<file path="src/rtl/bcd_seg_scan.sv">
// bcd_seg_scan: four-digit multiplexed 7-segment driver.
// Digits and decimal points are captured into shadow registers on load and
// scanned out one digit per slot. An optional leading-zero blanking mode
// darkens zero digits above the most significant non-zero digit.
// All display outputs are active-low and registered.

module bcd_seg_scan #(
    parameter int unsigned REFRESH_DIV = 4
) (
    input  logic        clk,
    input  logic        rst_n,
    input  logic        load,
    input  logic [15:0] digits_in,
    input  logic [3:0]  dp_in,
    input  logic        blank_lz,
    output logic [3:0]  an,
    output logic [6:0]  seg,
    output logic        dp
);

    localparam int unsigned CNT_W = (REFRESH_DIV > 1) ? $clog2(REFRESH_DIV) : 1;
    localparam logic [CNT_W-1:0] CNT_MAX = CNT_W'(REFRESH_DIV - 1);

    // Segment patterns are active-low, ordered gfedcba.
    // Codes above 9 are not valid BCD and are shown as a single dash.
    function automatic logic [6:0] f_bcd_to_seg(input logic [3:0] d);
        logic [6:0] s;
        case (d)
            4'd0:    s = 7'h40;
            4'd1:    s = 7'h79;
            4'd2:    s = 7'h24;
            4'd3:    s = 7'h30;
            4'd4:    s = 7'h19;
            4'd5:    s = 7'h12;
            4'd6:    s = 7'h02;
            4'd7:    s = 7'h78;
            4'd8:    s = 7'h00;
            4'd9:    s = 7'h10;
            default: s = 7'h3F;
        endcase
        return s;
    endfunction

    logic [CNT_W-1:0] r_cnt;
    logic [1:0]       r_idx;
    logic [15:0]      r_digits;
    logic [3:0]       r_dp_sh;
    logic [3:0]       r_an;
    logic [6:0]       r_seg;
    logic             r_dp;

    logic             w_tick;
    logic [3:0]       w_digit;
    logic             w_blank;
    logic [3:0]       w_an;
    logic [6:0]       w_seg;
    logic             w_dp;

    assign w_tick = (r_cnt == CNT_MAX);

    // Prescaler and scan index: each digit owns REFRESH_DIV cycles.
    always_ff @(posedge clk or negedge rst_n) begin
        if (!rst_n) begin
            r_cnt <= '0;
            r_idx <= 2'd0;
        end else if (w_tick) begin
            r_cnt <= '0;
            r_idx <= r_idx + 2'd1;
        end else begin
            r_cnt <= r_cnt + CNT_W'(1);
            r_idx <= r_idx;
        end
    end

    // Shadow registers decouple the display from the upstream counter chain.
    always_ff @(posedge clk or negedge rst_n) begin
        if (!rst_n) begin
            r_digits <= 16'h0000;
            r_dp_sh  <= 4'h0;
        end else if (load) begin
            r_digits <= digits_in;
            r_dp_sh  <= dp_in;
        end else begin
            r_digits <= r_digits;
            r_dp_sh  <= r_dp_sh;
        end
    end

    // Select the current digit and decide whether it is a leading zero.
    // Invalid BCD codes are non-zero, so they stop blanking naturally.
    always_comb begin
        w_digit = 4'h0;
        w_blank = 1'b0;
        case (r_idx)
            2'd0: begin
                w_digit = r_digits[3:0];
                w_blank = 1'b0;
            end
            2'd1: begin
                w_digit = r_digits[7:4];
                w_blank = blank_lz && (r_digits[15:4] == 12'h000);
            end
            2'd2: begin
                w_digit = r_digits[11:8];
                w_blank = blank_lz && (r_digits[15:8] == 8'h00);
            end
            2'd3: begin
                w_digit = r_digits[15:12];
                w_blank = blank_lz && (r_digits[15:12] == 4'h0);
            end
            default: begin
                w_digit = 4'h0;
                w_blank = 1'b0;
            end
        endcase
    end

    // Next display values; a blanked slot keeps everything dark.
    always_comb begin
        w_an  = 4'hF;
        w_seg = 7'h7F;
        w_dp  = 1'b1;
        if (w_blank) begin
            w_an  = 4'hF;
            w_seg = 7'h7F;
            w_dp  = 1'b1;
        end else begin
            w_an  = ~(4'b0001 << r_idx);
            w_seg = f_bcd_to_seg(w_digit);
            w_dp  = ~r_dp_sh[r_idx];
        end
    end

    // Output registers give glitch-free pad drive with one cycle of latency.
    always_ff @(posedge clk or negedge rst_n) begin
        if (!rst_n) begin
            r_an  <= 4'hF;
            r_seg <= 7'h7F;
            r_dp  <= 1'b1;
        end else begin
            r_an  <= w_an;
            r_seg <= w_seg;
            r_dp  <= w_dp;
        end
    end

    assign an  = r_an;
    assign seg = r_seg;
    assign dp  = r_dp;

endmodule
</file>
<file path="config.mk">
export PLATFORM = sky130hd
export DESIGN_NAME = bcd_seg_scan
export DESIGN_NICKNAME = d
export VERILOG_FILES = /design/src/rtl/bcd_seg_scan.sv
export SDC_FILE = /design/constraint.sdc
export NUM_CORES = 1
export LEC_CHECK = 0
export BUFFER_PORTS_ARGS = -buffer_cell sky130_fd_sc_hd__buf_2
export CAP_MARGIN = 5
export CORE_ASPECT_RATIO = 0.9
export CORE_MARGIN = 8
export CORE_UTILIZATION = 55
export CTS_CLUSTER_DIAMETER = 60
export DETAILED_ROUTE_END_ITERATION = 12
export GPL_ROUTABILITY_DRIVEN = 1
export GPL_TIMING_DRIVEN = 0
export HOLD_SLACK_MARGIN = 0.06
export PLACE_DENSITY = 0.81
export SYNTH_ARGS = -nofsm -noshare
export SYNTH_HDL_FRONTEND = slang
export SYNTH_SLANG_ARGS = --single-unit
</file>
<file path="constraint.sdc">
create_clock -name clk -period 4.35 [get_ports clk]
set_clock_uncertainty 0.15 [all_clocks]
set_input_delay 0.6525 -clock clk [delete_from_list [all_inputs] [get_ports clk]]
set_output_delay 0.6525 -clock clk [all_outputs]
set_load 0.01 [all_outputs]
</file>
==> results of run 1 <==
final timing paths:
| path | from | end | depth (start not counted) |
|---|---|---|---|
| min in group clk | r_cnt[0]$_DFF_PN0_ | r_cnt[0]$_DFF_PN0_ | 1 |
| max in group asynchronous | rst_n | r_digits[9]$_DFFE_PN0P_ | 1 |
| min reg2reg | r_cnt[0]$_DFF_PN0_ | r_cnt[0]$_DFF_PN0_ | 1 |
| max reg2reg | r_idx[0]$_DFFE_PN0P_ | seg[3]$_DFF_PN1_ | 6 |
| min | rst_n | r_digits[0]$_DFFE_PN0P_ | 1 |
| max | r_idx[0]$_DFFE_PN0P_ | seg[3]$_DFF_PN1_ | 6 |
cell families (layout without fill, tap and decap cells):
group / Yosys count / count (layout) / share of synthesized area (%)
adders and majority gates: 9 / 9 / 6.85
muxes: 21 / 21 / 15.1
xor gates and xnor gates: 1 / 1 / 0.533
AOI/OAI and AO/OA: 23 / 23 / 9.36
buffers and inverters: 18 / 60 / 4.49
and+or+nand+nor: 25 / 25 / 7.99
DFF: 36 / 36 / 55.7
metrics by stage:
stage | util, % | total power, mW
final | 66.2 | 0.722
after global routing | 66.2 | 0.757
after detailed placement | 63.3 | 0.489
after floorplan | - | 0.447
after CTS | 66.2 | 0.729
after global placement | 63.3 | 0.481
report_power, final:
group	switching (mW)	leakage (nW)	internal, mW
registers	0.0153	0.413	0.371
logic	0.0514	0.448	0.0444
clock network	0.105	0.0459	0.135
final cells by class:
type / instances / area, µm²
buffer: 7 / 32.5
timing repair buffer: 34 / 170
inverter: 11 / 41.3
clock inverter: 2 / 33.8
multi-input combinational: 79 / 654
sequential: 36 / 916
fill: 232 / 996
tap: 42 / 52.6
clock buffer: 6 / 51.3
sequential cells by signal (all words and copies together) (netlist names):
name and cells:
an 4, r_dp_sh 4, r_cnt 2, dp 1, seg 7, r_digits 16
r_idx 2
worst max-delay path, cell delays in order (launching register included):
cell      delay, ps
dfrtp_1         460
inv_1           110
ha_1            290
a222oi_1        430
mux2i_1         170
or4b_4          540
nand4_1         120
cell usage in the layout (no fill, tap or decap), drive strengths merged:
| cell | instances |
|---|---|
| a211oi | 2 |
| a21oi | 2 |
| a222oi | 3 |
| a22o | 1 |
| a22oi | 2 |
| and3 | 1 |
| buf | 37 |
| bufinv | 1 |
| clkbuf | 10 |
| clkinv | 1 |
| dfrtp | 24 |
| dfstp | 12 |
| ha | 9 |
| inv | 11 |
| mux2 | 17 |
| mux2i | 3 |
| mux4 | 1 |
| nand2 | 10 |
| nand3 | 1 |
| nand3b | 1 |
| nand4 | 2 |
| nor2 | 3 |
| nor3 | 1 |
| nor3b | 1 |
| nor4 | 3 |
| o21ai | 11 |
| o311ai | 1 |
| o32a | 1 |
| or3 | 1 |
| or4b | 1 |
| xor2 | 1 |
layer usage:
| metal | vias up | part of all wire (%) |
|---|---|---|
| met5 | - | 0 |
| met4 | 0 | 2.4 |
| met3 | 9 | 6.8 |
| met2 | 44 | 50 |
| met1 | 554 | 41 |
| li1 | 552 | - |
==> key figures, run 1 <==
CTS
  • Setup Buffers After CTS: 0
  • CTS sink count: 36
  • Clock Path Buffers: 2
  • H-Tree Depth: 2
  • Reg clk slew, reported paths: 100 ps
  • Post-cts repair resize count: 0
  • CTS tree: done
  • Worst skew pair latency: 330 ps
  • Cts-stage hold buffer count: 0
  • Root Buffer: clkbuf_4
  • CTS Buf Count: 5

Synth
  • Commonest cells in the netlist: dfrtp_1, dfstp_2, mux2_2, nand2_1, o21ai_1
  • Synthesized flop and latch total: 36
  • Top post-synthesis cells by area: dfrtp_1, dfstp_2, ha_1
  • Synthesis Warnings: 0
  • Gate Count Post-Synth: 133
  • Number of enable flip-flop cells after synthesis: 0
  • Top-area cell type share of the netlist area: 36.5%
  • Synthesized area: 1640 µm²
  • Syn nets: 166
  • Top_reg_cell synth: dfrtp_1
  • Sequential share of the synthesized area: 55.7%
  • Asr flop ratio synth: 100%
  • Top-count cell post-synth: dfrtp_1
  • Cell variety after synth: 34
  • Mapped Avg Cell Area: 12.4 µm²
  • Largest area contributor in the netlist: dfrtp_1

Detailed routing
  • Pre-Repair DR Iteration Count: 5
  • Vias: 1159
  • DR WL/cell: 14.9 µm
  • Final wirelength: 3230 µm
  • DR iter-0 viols: 101
  • Post-route ant nets: 0
  • Vias per cell: 5.34
  • # DRC: 0

Critical path
  • Flop2flop setup slack: 2010 ps
  • Crit path kind: reg -> reg
  • Largest fanout on the critical path: 6
  • CP Capture Type: flop
  • Crit path DAT: 2460 ps
  • CP Launch Type: flop
  • WP data required: 4470 ps

Global routing
  • Met2 usage: 26.4%
  • M1 GR Usage: 15.5%
  • Largest net degree at the start of global routing: 37
  • Global-route wire length before repair: 5580 µm
  • Met3 Use GR: 4.83%
  • Vias in the first global route: 1265
  • Total GRT Usage: 14.8%
  • Antenna violations before repair: 0
  • GRT overflow: 0
  • GR peak layer: met2

Floorplan
  • Cell Rows: 19
  • I/O pin count: 36
  • Initial Util: 55.8%
  • Die H: 67.9 µm
  • Core ar.: 2950 µm²
  • Die span in x: 73.6 µm
  • Die area: 5000 µm²

Place
  • GP Congestion: 0.742
  • Pre-CTS setup slack: 2050 ps
  • Placed cell area: 1870 µm²
  • Detailed placer's ending HPWL: 2450 µm
  • Port Buf Inserts: 34
  • Placed Cells incl. Taps: 209

Run status
  • Outcome: finished, final reports clean

STA
  • Worst Tran Pin Value: 749 ps
  • F_max: 0.427 GHz
  • Slack of the critical path: 2010 ps
  • Hold WS: 229 ps
  • RSZ-0062 raised after global routing: false
  • TNS Setup: 0 ps
  • Final worst path period share: 53.9%
  • Final Hold Vio Count: 0
  • Fin crit period: 2340 ps
  • Setup violations, final: 0
  • Max-slew violations: 0
  • Max-slew headroom: 50.1%

Layout
  • Design Area, Final: 1950 µm²
  • Share of cells above drive strength 1: 41.1%
  • Layout Nets: 207
  • Diode count: 0
  • Fin cells: 217
  • Area Overhead vs Synth: 18.7%

Power
  • Leak: 0.907 nW
  • VDD IR max: 290 µV
  • P per Cell Area: 370 nW/µm²

Min path
  • Hold WC Path Type: in -> async

Run
  • Max_cap viols: 0
(Power assumes the default switching activity.)
==> run 2: changes to the inputs <==
--- a/config.mk
+++ b/config.mk
@@ -5,17 +5,18 @@
 export SDC_FILE = /design/constraint.sdc
 export NUM_CORES = 1
 export LEC_CHECK = 0
+export ABC_AREA = 1
 export BUFFER_PORTS_ARGS = -buffer_cell sky130_fd_sc_hd__buf_2
 export CAP_MARGIN = 5
 export CORE_ASPECT_RATIO = 0.9
 export CORE_MARGIN = 8
-export CORE_UTILIZATION = 55
+export CORE_UTILIZATION = 54
 export CTS_CLUSTER_DIAMETER = 60
 export DETAILED_ROUTE_END_ITERATION = 12
 export GPL_ROUTABILITY_DRIVEN = 1
 export GPL_TIMING_DRIVEN = 0
 export HOLD_SLACK_MARGIN = 0.06
-export PLACE_DENSITY = 0.81
+export PLACE_DENSITY = 0.79
 export SYNTH_ARGS = -nofsm -noshare
 export SYNTH_HDL_FRONTEND = slang
 export SYNTH_SLANG_ARGS = --single-unit
==> constraint.sdc (replaced) <==
create_clock -name clk -period 2.3 [get_ports clk]
set_clock_uncertainty 0.15 [all_clocks]
set_input_delay 0.345 -clock clk [delete_from_list [all_inputs] [get_ports clk]]
set_output_delay 0.345 -clock clk [all_outputs]
set_load 0.01 [all_outputs]
==> run 2 against run 1 <==
  * Synthesized area up 6.7%
  * Total power is 98% higher
  * Register-to-register slack got worse by 1800 ps
  * Critical path depth grew 5
  * Clock-buffer cell count is 1 higher
  * Core utilization up 2.9 points
  * Clock power rose by 110%
  * Final cell count increased by 31%
  * Synthesized cell count rose by 45%
  * Wire length is 10% higher
  * Critical path type unchanged
  * Critical endpoint unchanged
==> key figures, run 2 <==
Synth
  • Synthesis Warnings: 0
  • Compound-Gate Fraction of Synth Area: 8.49%
  • XOR/XNOR share of the synthesized area: 0.499%
  • Commonest cells in the netlist: nand2_1, dfrtp_1, inv_1
  • Largest area contributor in the netlist: dfrtp_1
  • Synth Area in Simple Gates: 21.5%
  • Sequential share of the synthesized area: 52.2%
  • Main combinational cell family by area after synthesis: simple AND/OR/NAND/NOR gates
  • Gate Count Post-Synth: 193
  • Mapped Avg Cell Area: 9.09 µm²
  • Cell variety after synth: 23
  • Asr flop ratio synth: 100%
  • Top-count cell post-synth: nand2_1
  • Synthesized area: 1750 µm²
  • Mux cell area share after synthesis: 5.14%
  • Top_reg_cell synth: dfrtp_1
  • Synthesized flop and latch total: 36
  • Syn nets: 226
  • Top post-synthesis cells by area: dfrtp_1, dfstp_2, nand2_1
  • Synth Area in Adders: 6.42%
  • Number of enable flip-flop cells after synthesis: 0
  • Top-area cell type share of the netlist area: 34.2%

Detailed routing
  • Final wirelength: 3560 µm
  • Pre-Repair DR Iteration Count: 4
  • Post-route ant nets: 0
  • Vias per cell: 4.84
  • Vias: 1374
  • # DRC: 0
  • DR iter-0 viols: 91
  • DR WL/cell: 12.5 µm

STA
  • Worst Tran Pin Value: 767 ps
  • Fin crit period: 2100 ps
  • TNS Setup: 0 ps
  • Hold WS: 62.9 ps
  • F_max: 0.476 GHz
  • Final worst path period share: 91.4%
  • Final Hold Vio Count: 0
  • Setup violations, final: 0
  • Max-slew headroom: 48.9%
  • RSZ-0062 raised after global routing: false
  • Max-slew violations: 0
  • Slack of the critical path: 199 ps

Power
  • Leak: 1.10 nW
  • Combinational share of power: 14.8%
  • Switching share of power: 24.1%
  • Clock network fraction of total power: 34.5%
  • VDD IR max: 675 µV
  • P_sw: 344 µW
  • P per Cell Area: 667 nW/µm²
  • Total power: 1.43 mW
  • Internal power: 1.08 mW
  • Sequential Power Share: 50.7%

Run status
  • Outcome: finished, final reports clean

Min path
  • Hold WC Path Type: in -> reg
  • Hold Crit Depth: 3
  • Hold EP: r_digits[9]$_DFFE_PN0P_
  • Hold path startpoint: digits_in[9]

CTS
  • Reg clk slew, reported paths: 100 ps
  • H-Tree Depth: 2
  • CTS Buf Count: 5
  • Setup Buffers After CTS: 0
  • CTS sink count: 36
  • Worst skew pair latency: 340 ps
  • CTS tree: done
  • Post-cts repair resize count: 0
  • Root Buffer: clkbuf_4
  • Cts-stage hold buffer count: 4
  • Clock Path Buffers: 2

Global routing
  • Vias in the first global route: 1370
  • Largest net degree at the start of global routing: 37
  • Global-route wire length before repair: 6000 µm
  • Total GRT Usage: 13.5%
  • Antenna violations before repair: 0
  • GRT overflow: 0

Floorplan
  • I/O pin count: 36
  • Initial Util: 56.8%
  • Die area: 5330 µm²
  • Die H: 70.1 µm
  • Core ar.: 3090 µm²
  • Die span in x: 76.1 µm
  • Cell Rows: 19

Layout
  • Design Area, Final: 2140 µm²
  • Diode count: 0
  • Layout Nets: 274
  • Share of cells above drive strength 1: 31.4%
  • Most common cell after layout, fill and taps aside: nand2_1
  • Area Overhead vs Synth: 21.8%
  • Fin cells: 284
  • Biggest register: r_digits
  • Fin util: 69.1%
  • Max FFs per register: 16
  • Commonest cells after routing, fill and taps aside: nand2_1, buf_2, dfrtp_1

Critical path
  • CP Launch Type: flop
  • Largest fanout on the critical path: 8
  • Flop2flop setup slack: 200 ps
  • Crit path DAT: 2240 ps
  • CP Capture Type: flop
  • Crit path kind: reg -> reg
  • Reg2reg path depth: 11
  • Worst R2R End: seg[3]$_DFF_PN1_
  • Reg-to-Reg Start: r_idx[0]$_DFFE_PN0P_
  • WP data required: 2440 ps

Place
  • Port Buf Inserts: 35
  • Placed cell area: 1980 µm²
  • Placed Cells incl. Taps: 270
  • Detailed placer's ending HPWL: 2560 µm
  • GP Congestion: 0.791
  • Pre-CTS setup slack: 246 ps

Run
  • Max_cap viols: 0
run 2: cell count changes after synthesis, moves of 3 or more:
| cell | change |
|---|---|
| inv_1 | +11 |
| a222oi_1 | -3 |
| o21ai_1 | -10 |
| nand2_1 | +57 |
| nand3_1 | +7 |
| nor4_1 | -3 |
| o21ai_0 | +14 |
| nor2_1 | +7 |
| mux2_1 | -7 |
run 2: critical path, cell delays in order (launching register included):
cell and delay (ps):
dfrtp_1 470, inv_1 150, ha_1 280, inv_4 130, nand2_1 90, o21bai_2 240, ha_1 290, inv_1 60
nand2_1 40, nand2_1 60, nand2_1 40, nand2_1 60
run 2: worst max path at each step:
stage | start | endpoint | slack (ps) | depth (start not counted)
4_1_cts | r_idx[0]$_DFFE_PN0P_ | seg[3]$_DFF_PN1_ | 210 | 11
5_1_grt | r_idx[0]$_DFFE_PN0P_ | seg[4]$_DFF_PN1_ | 40 | 10
3_3_place_gp | r_idx[0]$_DFFE_PN0P_ | seg[3]$_DFF_PN1_ | 270 | 11
6_report | r_idx[0]$_DFFE_PN0P_ | seg[3]$_DFF_PN1_ | 200 | 11
2_1_floorplan | r_idx[0]$_DFFE_PN0P_ | seg[3]$_DFF_PN1_ | 440 | 11
3_5_place_dp | r_idx[0]$_DFFE_PN0P_ | seg[3]$_DFF_PN1_ | 250 | 11
run 2: cell type report:
type                    instances  area [µm²]
clock buffers                   7        65.1
plain buffers                   3        12.5
multi-input cells             131         737
inverters                      23        88.8
clock inverters                 1        30.0
well taps                      42        52.6
flip-flops and latches         36         916
repair buffers                 41         235
fillers                       250         953
run 2: power by group through the flow:
| stage | Clock [mW] | Combinational, mW | Sequential [mW] |
|---|---|---|---|
| after global placement | 0 | 0.198 | 0.734 |
| after floorplan | 0 | 0.114 | 0.745 |
| after detailed placement | 0 | 0.203 | 0.735 |
| after CTS | 0.498 | 0.210 | 0.724 |
| after global routing | 0.532 | 0.241 | 0.730 |
| final | 0.492 | 0.211 | 0.724 |
run 2: cell families (layout without fill, tap and decap cells):
kind of cell             after synthesis  after routing
XOR/XNOR                               1              1
AO/OA/AOI/OAI                         22             22
flip-flops                            36             36
AND/OR/NAND/NOR                       91             91
adder cells (fa/ha/maj)                9              9
multiplexers                           8              8
buffers and inverters                 26             75
run 2: per-layer routing:
layer	GRT usage, %	routed length (µm)	share of wire (%)
met2	22.0	1770	50
met5	0	0	0
met4	4.48	14	0.39
met3	5.24	272	7.6
met1	15.9	1510	42
